### src/rtl/uart_tx_feeder_if.sv
// uart_tx_feeder_if: byte stream with valid/ready handshake
interface uart_tx_feeder_if;
  logic [7:0] data;
  logic valid;
  logic ready;
  modport master(output data, valid, input ready);
  modport slave(input data, valid, output ready);
endinterface

### src/rtl/uart_tx_feeder.sv
// uart_tx_feeder: byte FIFO and launch sequencer feeding a uart_tx that does not latch its data
module uart_tx_feeder #(
  parameter int ADDR_W = 4,
  parameter int ACK_TIMEOUT = 4
) (
  input  logic clk,
  input  logic rst,
  uart_tx_feeder_if.slave src,
  output logic [7:0] tx_data,
  output logic tx_pluse,
  input  logic tx_busy,
  output logic [ADDR_W:0] fifo_count,
  output logic idle,
  output logic err_no_ack
);
  localparam int DEPTH = 2 ** ADDR_W;
  localparam int CW = $clog2(ACK_TIMEOUT);
  typedef enum logic [2:0] {IDLE, LOAD, PULSE, WAIT_ACK, WAIT_DONE} state_t;
  state_t state, next;
  logic [7:0] mem [DEPTH];
  logic [ADDR_W-1:0] wr_ptr, rd_ptr;
  logic [CW-1:0] ack_cnt;
  logic push, pop, ack_done;
  assign src.ready = fifo_count != (ADDR_W+1)'(DEPTH);
  assign push = src.valid & src.ready;
  assign pop = state == LOAD;
  assign ack_done = ack_cnt == CW'(ACK_TIMEOUT - 1);
  assign idle = fifo_count == '0 && state == IDLE;
  always_comb begin
    next = IDLE;
    case (state)
      IDLE:      next = (fifo_count != '0 && !tx_busy) ? LOAD : IDLE;
      LOAD:      next = PULSE;
      PULSE:     next = WAIT_ACK;
      WAIT_ACK:  next = tx_busy ? WAIT_DONE : ack_done ? IDLE : WAIT_ACK;
      WAIT_DONE: next = tx_busy ? WAIT_DONE : IDLE;
      default:   next = IDLE;
    endcase
  end
  always_ff @(posedge clk)
    if (push) mem[wr_ptr] <= src.data;
  always_ff @(posedge clk) begin
    if (rst) begin
      state <= IDLE;
      wr_ptr <= '0;
      rd_ptr <= '0;
      fifo_count <= '0;
      tx_data <= 8'h00;
      tx_pluse <= 1'b0;
      ack_cnt <= '0;
      err_no_ack <= 1'b0;
    end else begin
      state <= next;
      tx_pluse <= next == PULSE;
      ack_cnt <= state == WAIT_ACK ? ack_cnt + 1'b1 : '0;
      fifo_count <= fifo_count + (ADDR_W+1)'(push) - (ADDR_W+1)'(pop);
      if (push) wr_ptr <= wr_ptr + 1'b1;
      if (pop) begin
        rd_ptr <= rd_ptr + 1'b1;
        tx_data <= mem[rd_ptr];
      end
      if (state == WAIT_ACK && !tx_busy && ack_done) err_no_ack <= 1'b1;
    end
  end
endmodule

### src/flat_wrapper.sv
// flat-port wrapper written by rule: the top's interface ports become plain ports
module uart_tx_feeder_flat 
#(
  parameter int ADDR_W = 4,
  parameter int ACK_TIMEOUT = 4
)
  (clk, rst, tx_data, tx_pluse, tx_busy, fifo_count, idle, err_no_ack, src_data, src_valid, src_ready);
  uart_tx_feeder_if src_i ();
  input  logic clk;
  input  logic rst;
  output logic [7:0] tx_data;
  output logic tx_pluse;
  input  logic tx_busy;
  output logic [ADDR_W:0] fifo_count;
  output logic idle;
  output logic err_no_ack;
  input wire logic [$bits(src_i.data)-1:0] src_data;
  input wire logic [$bits(src_i.valid)-1:0] src_valid;
  output wire logic [$bits(src_i.ready)-1:0] src_ready;
  assign src_i.data = src_data;
  assign src_i.valid = src_valid;
  assign src_ready = src_i.ready;
  uart_tx_feeder #(.ADDR_W(ADDR_W), .ACK_TIMEOUT(ACK_TIMEOUT)) u_core (.clk(clk), .rst(rst), .src(src_i), .tx_data(tx_data), .tx_pluse(tx_pluse), .tx_busy(tx_busy), .fifo_count(fifo_count), .idle(idle), .err_no_ack(err_no_ack));
endmodule
### config.mk
export PLATFORM = sky130hd
export DESIGN_NAME = uart_tx_feeder_flat
export DESIGN_NICKNAME = d
export VERILOG_FILES = /design/src/rtl/uart_tx_feeder_if.sv /design/src/rtl/uart_tx_feeder.sv /design/src/flat_wrapper.sv
export SDC_FILE = /design/constraint.sdc
export NUM_CORES = 1
export LEC_CHECK = 0
export CORE_UTILIZATION = 30
export CTS_CLUSTER_SIZE = 8
export DETAILED_ROUTE_END_ITERATION = 7
export HOLD_SLACK_MARGIN = 0.08
export PLACE_DENSITY_LB_ADDON = 0.12
export SYNTH_ARGS = -nofsm -noshare
export SYNTH_HDL_FRONTEND = slang
export SYNTH_SLANG_ARGS = --single-unit
### constraint.sdc
create_clock -name clk -period 3.55 [get_ports clk]
set_input_delay 0.71 -clock clk [delete_from_list [all_inputs] [get_ports clk]]
set_output_delay 0.71 -clock clk [all_outputs]
set_load 0.02 [all_outputs]
Yosys cells after proc, flatten, opt, wreduce, memory -nomap -nowiden
Memory sizes are Yosys's and may differ from the RTL's. A register that Yosys moved wholly into a read port is not among the register bits.
Cells that the tools add are included.
{"block": "op_classes", "n_addsub": 5, "n_eq_ne": 7, "muxes": 7, "bitwise_logic": 2, "reduce_logical": 9}
{"operator": "$pmux 3 s5", "count": 1}
{"operator": "$eq 3x2->1 const B", "count": 3}
{"operator": "$add 4x1->4 const B", "count": 2}
{"operator": "$mux 3", "count": 2}
{"operator": "$add 5x1->5", "count": 1}
{"operator": "$logic_not 5->1", "count": 1}
{"operator": "$ne 5x5->1 const B", "count": 1}
{"operator": "$reduce_bool 5->1", "count": 1}
{"operator": "$sub 5x1->5", "count": 1}
{"operator": "$logic_and 1x1->1", "count": 4}
{"operator": "$eq 3x1->1 const B", "count": 1}
{"operator": "$eq 3x3->1 const B", "count": 1}
{"operator": "$logic_not 3->1", "count": 1}
{"operator": "$mux 1", "count": 3}
{"operator": "$add 2x1->2 const B", "count": 1}
{"operator": "$eq 2x2->1 const B", "count": 1}
{"operator": "$mux 2", "count": 1}
{"operator": "$reduce_or 2->1", "count": 1}
{"operator": "$and 1x1->1", "count": 1}
{"operator": "$logic_not 1->1", "count": 1}
{"operator": "$not 1->1", "count": 1}
{"block": "totals", "reg_bits": 20, "ram_bits": 128, "inputBits": 12, "output_inout_bits": 17, "wordCells": 38, "memories": 1}
{"name": "u_core.mem", "words": 16, "word_bits": 8, "read_ports": 1, "rd_ports_with_merged_regs": 1, "write_ports": 1, "line": "uart_tx_feeder.sv:20", "source": "logic [7:0] mem [DEPTH];"}

Depth between registers and ports, before layout
{"block": "logic_depth", "ltp_word": 5, "mapped_depth": 11, "mapped_depth_nobuf": 10}

Least setup slack after synthesis
No wires, ideal clock.
{"block": "synth_timing", "kind": "reg2reg", "startpoint": "reg u_core.fifo_count[3]", "endpoint": "reg u_core.fifo_count[4]", "setup_time_ns": 0.071, "arrival_time_ns": 2.606, "required_ns": 3.479, "path_slack_ns": 0.874, "stages_incl_launch_ff": 12, "n_path_buf": 1, "period_less_slack_ns": 2.676, "cell_sequence": "dfxtp_1 inv_1 ha_1 nand4bb_1 and2_1 clkbuf_1 ha_1 fa_1 a21oi_1 nor2_1 or3_1 a21oi_1"}
{"block": "synth_between", "elab_chain_len": 4}
{"item": "from (decl)", "line": "uart_tx_feeder.sv:12", "source": "output logic [ADDR_W:0] fifo_count,"}
{"item": "from (signal assigned)", "line": "uart_tx_feeder.sv:56", "source": "fifo_count <= fifo_count + (ADDR_W+1)'(push) - (ADDR_W+1)'(pop);"}
{"item": "$ne 5x5->1", "line": "uart_tx_feeder.sv:24", "source": "assign src.ready = fifo_count != (ADDR_W+1)'(DEPTH);"}
{"item": "named net src_ready", "line": "flat_wrapper.sv:19", "source": "output wire logic [$bits(src_i.ready)-1:0] src_ready;"}
{"item": "$and 1x1->1", "line": "uart_tx_feeder.sv:25", "source": "assign push = src.valid & src.ready;"}
{"item": "named net u_core.push", "line": "uart_tx_feeder.sv:23", "source": "logic push, pop, ack_done;"}
{"item": "$add 5x1->5", "line": "uart_tx_feeder.sv:56"}
{"item": "$sub 5x1->5", "line": "uart_tx_feeder.sv:56"}
The timed path passes the listed nets, and every way through them passes these cells.
A chain may end at the register's enable or synchronous reset.

Worst setup path after layout
{"block": "layout_timing", "startpoint": "reg u_core.fifo_count[3]", "endpoint": "out idle"}
{"block": "layout_between", "elab_chain_len": 2}
{"item": "$logic_not 5->1", "line": "uart_tx_feeder.sv:28", "source": "assign idle = fifo_count == '0 && state == IDLE;"}
{"item": "$logic_and 1x1->1", "line": "uart_tx_feeder.sv:28"}
{"item": "to (decl)", "line": "flat_wrapper.sv:15", "source": "output logic idle;"}
No other way between the ends.

==> flow_summary.json <==
{
  "final_antenna_net_count": 0,
  "rsz0062_at_grt": "no",
  "clkLatencyLatePin_ps": 420,
  "period_minus_slack_ps": 3140,
  "synth_top_area_share_pct": 61.9,
  "grt_use_total_pct": 13.6,
  "synthCells": 343,
  "maxCapViolCount": 0,
  "n_fill_cell": 1876,
  "grt_pass1_wl_um": 20500,
  "overflow": 0,
  "dp_slack_ps": 742,
  "final_cells": 675,
  "rr_startpoint": "u_core.state[0]",
  "ys_ff_latch": 156,
  "rows": 52,
  "grt_max_degree": 36,
  "root_buffer": "clkbuf_16",
  "place_inst": 643,
  "yosysUniqueCellTypes": 39,
  "grt_pass1_vias": 3311,
  "cts.clk_slew.worst_paths_ps": 60,
  "cts_htree_levels": 4,
  "reg2regPathDepth": 7,
  "cts_buffers": 17,
  "path_buf_inv": 2,
  "hold_path_class": "register to register",
  "gp_congestion": 0.711,
  "setup_viol": 0,
  "wirelength_um": 13500,
  "worst_ir_drop_vdd_v": 0.000313,
  "min-delay-start": "u_core.ack_cnt[0]",
  "dieHeight_um": 146,
  "crit_path_top_delay_cell": "clkdlybuf4s50_1",
  "fin_tns_setup_ps": 0,
  "clockBufferDepth": 2,
  "tritoncts": "done",
  "wire_per_inst_um": 20.0,
  "ioPinCount": 29,
  "syn_nets": 367,
  "ys_async_sr_fraction_pct": 0,
  "layout.nets": 416,
  "cpPeakStageDelay_ps": 640,
  "p_per_area_nw_per_um2": 665,
  "yosys_warnings": 0,
  "antenna_found_initial": 0,
  "p_total_w": 0.00499,
  "die_w_um": 146,
  "seq_area_frac_synth_pct": 71.0,
  "start_util_pct": 30.7,
  "drc": 0,
  "final_area_um2": 7500,
  "cp_top_family": "simple AND/OR/NAND/NOR gates",
  "dr.pass1.iters": 4,
  "cp.required_ps": 2840,
  "fin_ws_ps": 409,
  "insertedDiodeCount": 0,
  "hold_depth": 1,
  "hpwlAfterDp_um": 8540,
  "synth_flop_cell": "edfxtp_1",
  "status": "complete, no violations",
  "crit_start": "u_core.fifo_count[3]",
  "synth_area_um2": 6210,
  "avgSynthCellArea_um2": 18.1,
  "crit_path_end_kind": "output port",
  "postCtsSetupBuffers": 0,
  "crit_chain": "inv_1 -> ha_1 -> or4b_2 -> nor4_1 -> clkdlybuf4s50_1",
  "worstSetupStartpointType": "register",
  "clock_sinks": 156,
  "p_leak_nw": 2.43,
  "criticalPathCategory": "register to output port",
  "port_buffers": 28,
  "post-route-period-util_pct": 88.5,
  "r2r_end": "u_core.fifo_count[4]",
  "vias": 3136,
  "max_freq_mhz": 318,
  "syn_to_final_growth_pct": 20.8,
  "dpl_cell_area_um2": 6880,
  "coreArea_um2": 20200,
  "finalHoldViolCount": 0,
  "cts_resized": 0,
  "yosys-top-cells-area": "edfxtp_1, dfxtp_1, mux4_2, mux4_1, ha_1",
  "whs_endpoint": "u_core.ack_cnt[0]",
  "finalMaxSlewViolations": 0,
  "worst_ep_arrival_time_ps": 2430,
  "die_area_um2": 21300,
  "tightest_slew_ps": 749,
  "drt_iter0_drc": 154,
  "synth_edf_count": 128,
  "fin_skew_ps": 8.15,
  "routed_via_density": 4.65,
  "yosysTopAreaCell": "edfxtp_1",
  "ctsHoldBuffers": 0,
  "drive_above_1_share_pct": 21.2,
  "slew-limit-headroom_pct": 49.9,
  "critPathMaxFanout": 3,
  "r2r_slack_ps": 880
}
layout make-up:
type / count / area (um2) / share of cell area (%)
Sequential cell: 156 / 4410 / 58.7
Multi-Input combinational cell: 160 / 1660 / 22.2
Timing Repair Buffer: 50 / 445 / 5.94
Clock buffer: 19 / 433 / 5.77
Tap cell: 270 / 338 / 4.50
Clock inverter: 13 / 189 / 2.52
Inverter: 7 / 26.3 / 0.350
sequential cells by signal (all words and copies together), names as in the netlist:
register,cells
u_core.mem,128
u_core.tx_data,8
u_core.fifo_count,5
u_core.rd_ptr,4
u_core.wr_ptr,4
u_core.state,3
u_core.ack_cnt,2
u_core.err_no_ack,1
u_core.tx_pluse,1
worst register-to-register path, cell delays in order (launching register included):
cell and delay, ps:
dfxtp_1 440, or3b_2 660, or2_2 390, fa_1 440, a21oi_1 150, nor2_1 60
or3_1 330, a21oi_1 130
report_power, final:
part / switching [W] / internal, W
clock: 0.000719 / 0.00118
combinational: 0.000453 / 0.000447
sequential: 0.000101 / 0.00209
total: 0.00127 / 0.00372
synth_stat cells (2+ instances only):
master	count
edfxtp_1	128
dfxtp_1	28
nor2_1	28
mux4_2	23
ha_1	11
mux2i_1	10
a22oi_1	9
mux4_1	9
clkbuf_1	8
mux2_2	8
o22ai_1	8
inv_1	7
nand2_1	7
nor3_1	7
a21oi_1	5
buf_2	5
xor2_1	5
buf_1	4
xnor2_1	4
nand2b_1	3
nand3_1	3
buf_6	2
nor2b_1	2
nor4_1	2
nor4b_1	2
o21ai_0	2
per-layer routing:
metal  routed length, um  global-route usage (%)  vias up  part of all wire (%)
met4                 155                    4.74        0                   1.1
met1                6450                    17.9     1626                    48
met5                   0                       0        -                     0
met3                 391                    3.20        9                   2.9
met2                6490                    22.0       47                    48
li1                    -                       -     1454                     -
cell usage in the layout (no fill, tap or decap), types with 7 or more instances in the layout:
cell type and count:
edfxtp_1 128, inv_1 7, clkdlybuf4s50_1 28, nand2_1 7, mux2_2 8, clkbuf_16 17
mux4_1 9, ha_1 11, buf_4 22, mux2i_1 10, o22ai_1 8, dfxtp_1 27
mux4_2 23, a22oi_1 9, nor2_1 28, nor3_1 7
logic make-up (layout without fill, tap and decap cells):
family	count (synthesis)	in the layout	share of synthesized area (%)
AND/OR/NAND/NOR	63	63	5.08
adder cells (fa/ha/maj)	12	12	2.54
AO/OA/AOI/OAI	26	26	2.70
multiplexers	50	50	15.2
buffers and inverters	27	89	2.24
XOR/XNOR	9	9	1.27
flip-flops	156	156	71.0
metrics by stage:
step	hold WS [ps]	util [%]
4_1_cts	457	37.1
3_5_place_dp	447	34.0
2_1_floorplan	407	-
5_1_grt	467	37.1
6_report	454	37.1
3_3_place_gp	424	34.0
worst max-delay path by stage:
| stage | to | cells after the start |
|---|---|---|
| 2_1_floorplan | u_core.fifo_count[4] | 11 |
| 3_3_place_gp | u_core.fifo_count[4] | 8 |
| 3_5_place_dp | u_core.fifo_count[4] | 8 |
| 4_1_cts | idle | 5 |
| 5_1_grt | idle | 5 |
| 6_report | idle | 5 |
(Power assumes the default switching activity.)
==> RTL edit: new RTL, config.mk and constraints unchanged <==
`ADDR_W` is set to 4 in 2 places; all go to 3.
--- a/src/rtl/uart_tx_feeder.sv
+++ b/src/rtl/uart_tx_feeder.sv
@@ -2,3 +2,3 @@
 module uart_tx_feeder #(
-  parameter int ADDR_W = 4,
+  parameter int ADDR_W = 3,
   parameter int ACK_TIMEOUT = 4
--- a/src/flat_wrapper.sv
+++ b/src/flat_wrapper.sv
@@ -3,3 +3,3 @@
 #(
-  parameter int ADDR_W = 4,
+  parameter int ADDR_W = 3,
   parameter int ACK_TIMEOUT = 4
Interface: changed (resized fifo_count); port bits go from 29 to 28. The function was not compared with the original's and may differ.
==> RTL edit against the unedited design <==
Count of clock-buffer cells in the layout decreased by 10; synthesized area decreased by 42%; wire length decreased by 46%; largest power group unchanged; cell area decreased by 43%; sequential cell count decreased by 67; critical endpoint is now src_ready; total power decreased by 40%; core utilization increased by 0.098 points; via count decreased by 38%; worst setup slack improved by 0.53 ns.
==> RTL edit: results (changes against the unedited design) <==
FINISH.NET_COUNT=292  # -30%
FRACTION_OF_MET2_TRACKS_USED_BY_GLOBAL_ROUTING_PCT=18.8  # -3.2 points
FIN_WORST_SKEW_NS=0.00667  # -0.00148 ns
SYNTH_ENABLE_FLOP_CELLS=64  # -50%
MOST_INSTANTIATED_CELLS_AFTER_SYNTHESIS='64 x sky130_fd_sc_hd__edfxtp_1, 33 x sky130_fd_sc_hd__mux2i_1, 25 x sky130_fd_sc_hd__dfxtp_1'
FIRST_PASS_GRT_WIRE_LENGTH_MM=11.7  # -43%
WL_MET1_MM=3.75  # -42%
TOTAL_ROUTED_WIRELENGTH_MM=7.35  # -46%
GRTUSAGETOTAL_PCT=13.0  # -0.61 points
FILLCELLCOUNT=1119  # -40%
GRT_START_MAX_NET_PINS=35  # -2.8%
SLOWEST_STAGE='sky130_fd_sc_hd__clkdlybuf4s50_1'
NUMCTSBUFFERS=9  # -8
CRITICAL_PATH.MAX_FANOUT=5  # +2
VDD.IR_DROP.WORST_mV=0.248  # -21%
CRIT_PATH_MAX_INCR_DELAY_NS=0.58  # -0.06 ns
SLEW_AT_THE_PIN_CLOSEST_TO_ITS_MAX_SLEW_LIMIT_NS=1.11  # +0.358 ns
SETUP.REG_TO_REG.WORST_SLACK_NS=1.41  # +0.53 ns
HPWL_REPORTED_AT_THE_END_OF_DETAILED_PLACEMENT_MM=4.83  # -43%
WORST_R2R_STARTPOINT='u_core.fifo_count[2]'
MET1_USAGE_PCT=18.4  # +0.51 points
REGTOREGENDPOINT='u_core.mem[6][3]'
ROOT_BUFFER='sky130_fd_sc_hd__clkbuf_16'
YOSYSSEQAREASHARE_PCT=67.8  # -3.1 points
TIMING.CRITICAL_PATH.MAX_DELAY_FAMILY='buffers and inverters'
MET2_LENGTH_MM=3.32  # -49%
FRACTION_OF_LAYOUT_INSTANCES_USING_A_DRIVE_STRENGTH_ABOVE_1_PCT=12.4  # -8.9 points
STATUS='finished, final reports clean'
NUMPLACEDINSTANCES=402  # -37%
REG.LARGEST.LIST='u_core.mem: 64 flops, u_core.tx_data: 8 flops, u_core.fifo_count: 4 flops'
POST_SYNTH_NUM_CELL_TYPES=37  # -5.1%
GP_CONGESTION=0.692  # -2.7%
WL_MET3_UM=136  # -65%
H-TREE-DEPTH=3  # -1
SYNTHESIS.NETS=262  # -29%
AVGVIACOUNTPERCELL=4.65  # +0.15%
CP.ARRIVAL_NS=1.90  # -0.53 ns
WORST_SKEW_LATE_LATENCY_NS=0.34  # -0.08 ns
TOTAL_LEAKAGE_POWER_uW=0.00146  # -40%
GRT_UTIL_MET3_PCT=2.35  # -0.85 points
NUM_VIAS=1945  # -38%
PLACE.PORT_BUFFERS=27  # -3.6%
DRTITER0DRC=74  # -52%
POSTSYNTHAREAPERCELL_UM2=14.9  # -18%
-- RTL edit: worst max-delay path by stage --
stage | slack (ns) | depth (start not counted) | startpoint | to
2_1_floorplan | 1.17 | 7 | u_core.fifo_count[2] | u_core.mem[0][0]
3_3_place_gp | 1.02 | 4 | src_valid | u_core.mem[4][3]
3_5_place_dp | 0.97 | 4 | src_valid | u_core.mem[6][4]
4_1_cts | 0.91 | 4 | u_core.fifo_count[2] | src_ready
5_1_grt | 0.85 | 4 | u_core.fifo_count[2] | src_ready
6_report | 0.94 | 4 | u_core.fifo_count[2] | src_ready
-- RTL edit: power by group --
| group | switching (uW) | internal, uW |
|---|---|---|
| clock | 410 | 554 |
| sequential | 130 | 1210 |
| combinational | 319 | 348 |
-- RTL edit: final cells by class --
cell class	count	area [um2]	area share, %
sequential	89	2420	56.6
multi-input combinational	131	1040	24.4
timing repair buffer	30	293	6.84
clock buffer	9	225	5.26
tap	143	179	4.18
clock inverter	7	77.6	1.81
inverter	9	38.8	0.906
-- RTL edit: kinds of logic after synthesis --
family                   Yosys count  share of synthesized area (%)
flip-flops                        89                           67.8
multiplexers                      33                           9.25
AO/OA/AOI/OAI                     33                           7.36
AND/OR/NAND/NOR                   50                           7.67
buffers and inverters             20                           2.94
XOR/XNOR                           5                           1.23
adder cells (fa/ha/maj)           10                           3.71
-- RTL edit: per-stage QoR --
step | util (%) | setup slack, ns | instance area, um2 | hold WS (ns)
after global placement | 34.5 | 1.02 | 3980 | 0.420
final | 37.2 | 0.936 | 4280 | 0.427
after detailed placement | 34.5 | 0.968 | 3980 | 0.426
after global routing | 37.2 | 0.854 | 4280 | 0.459
after CTS | 37.2 | 0.907 | 4280 | 0.434
after floorplan | - | 1.17 | 3570 | 0.405
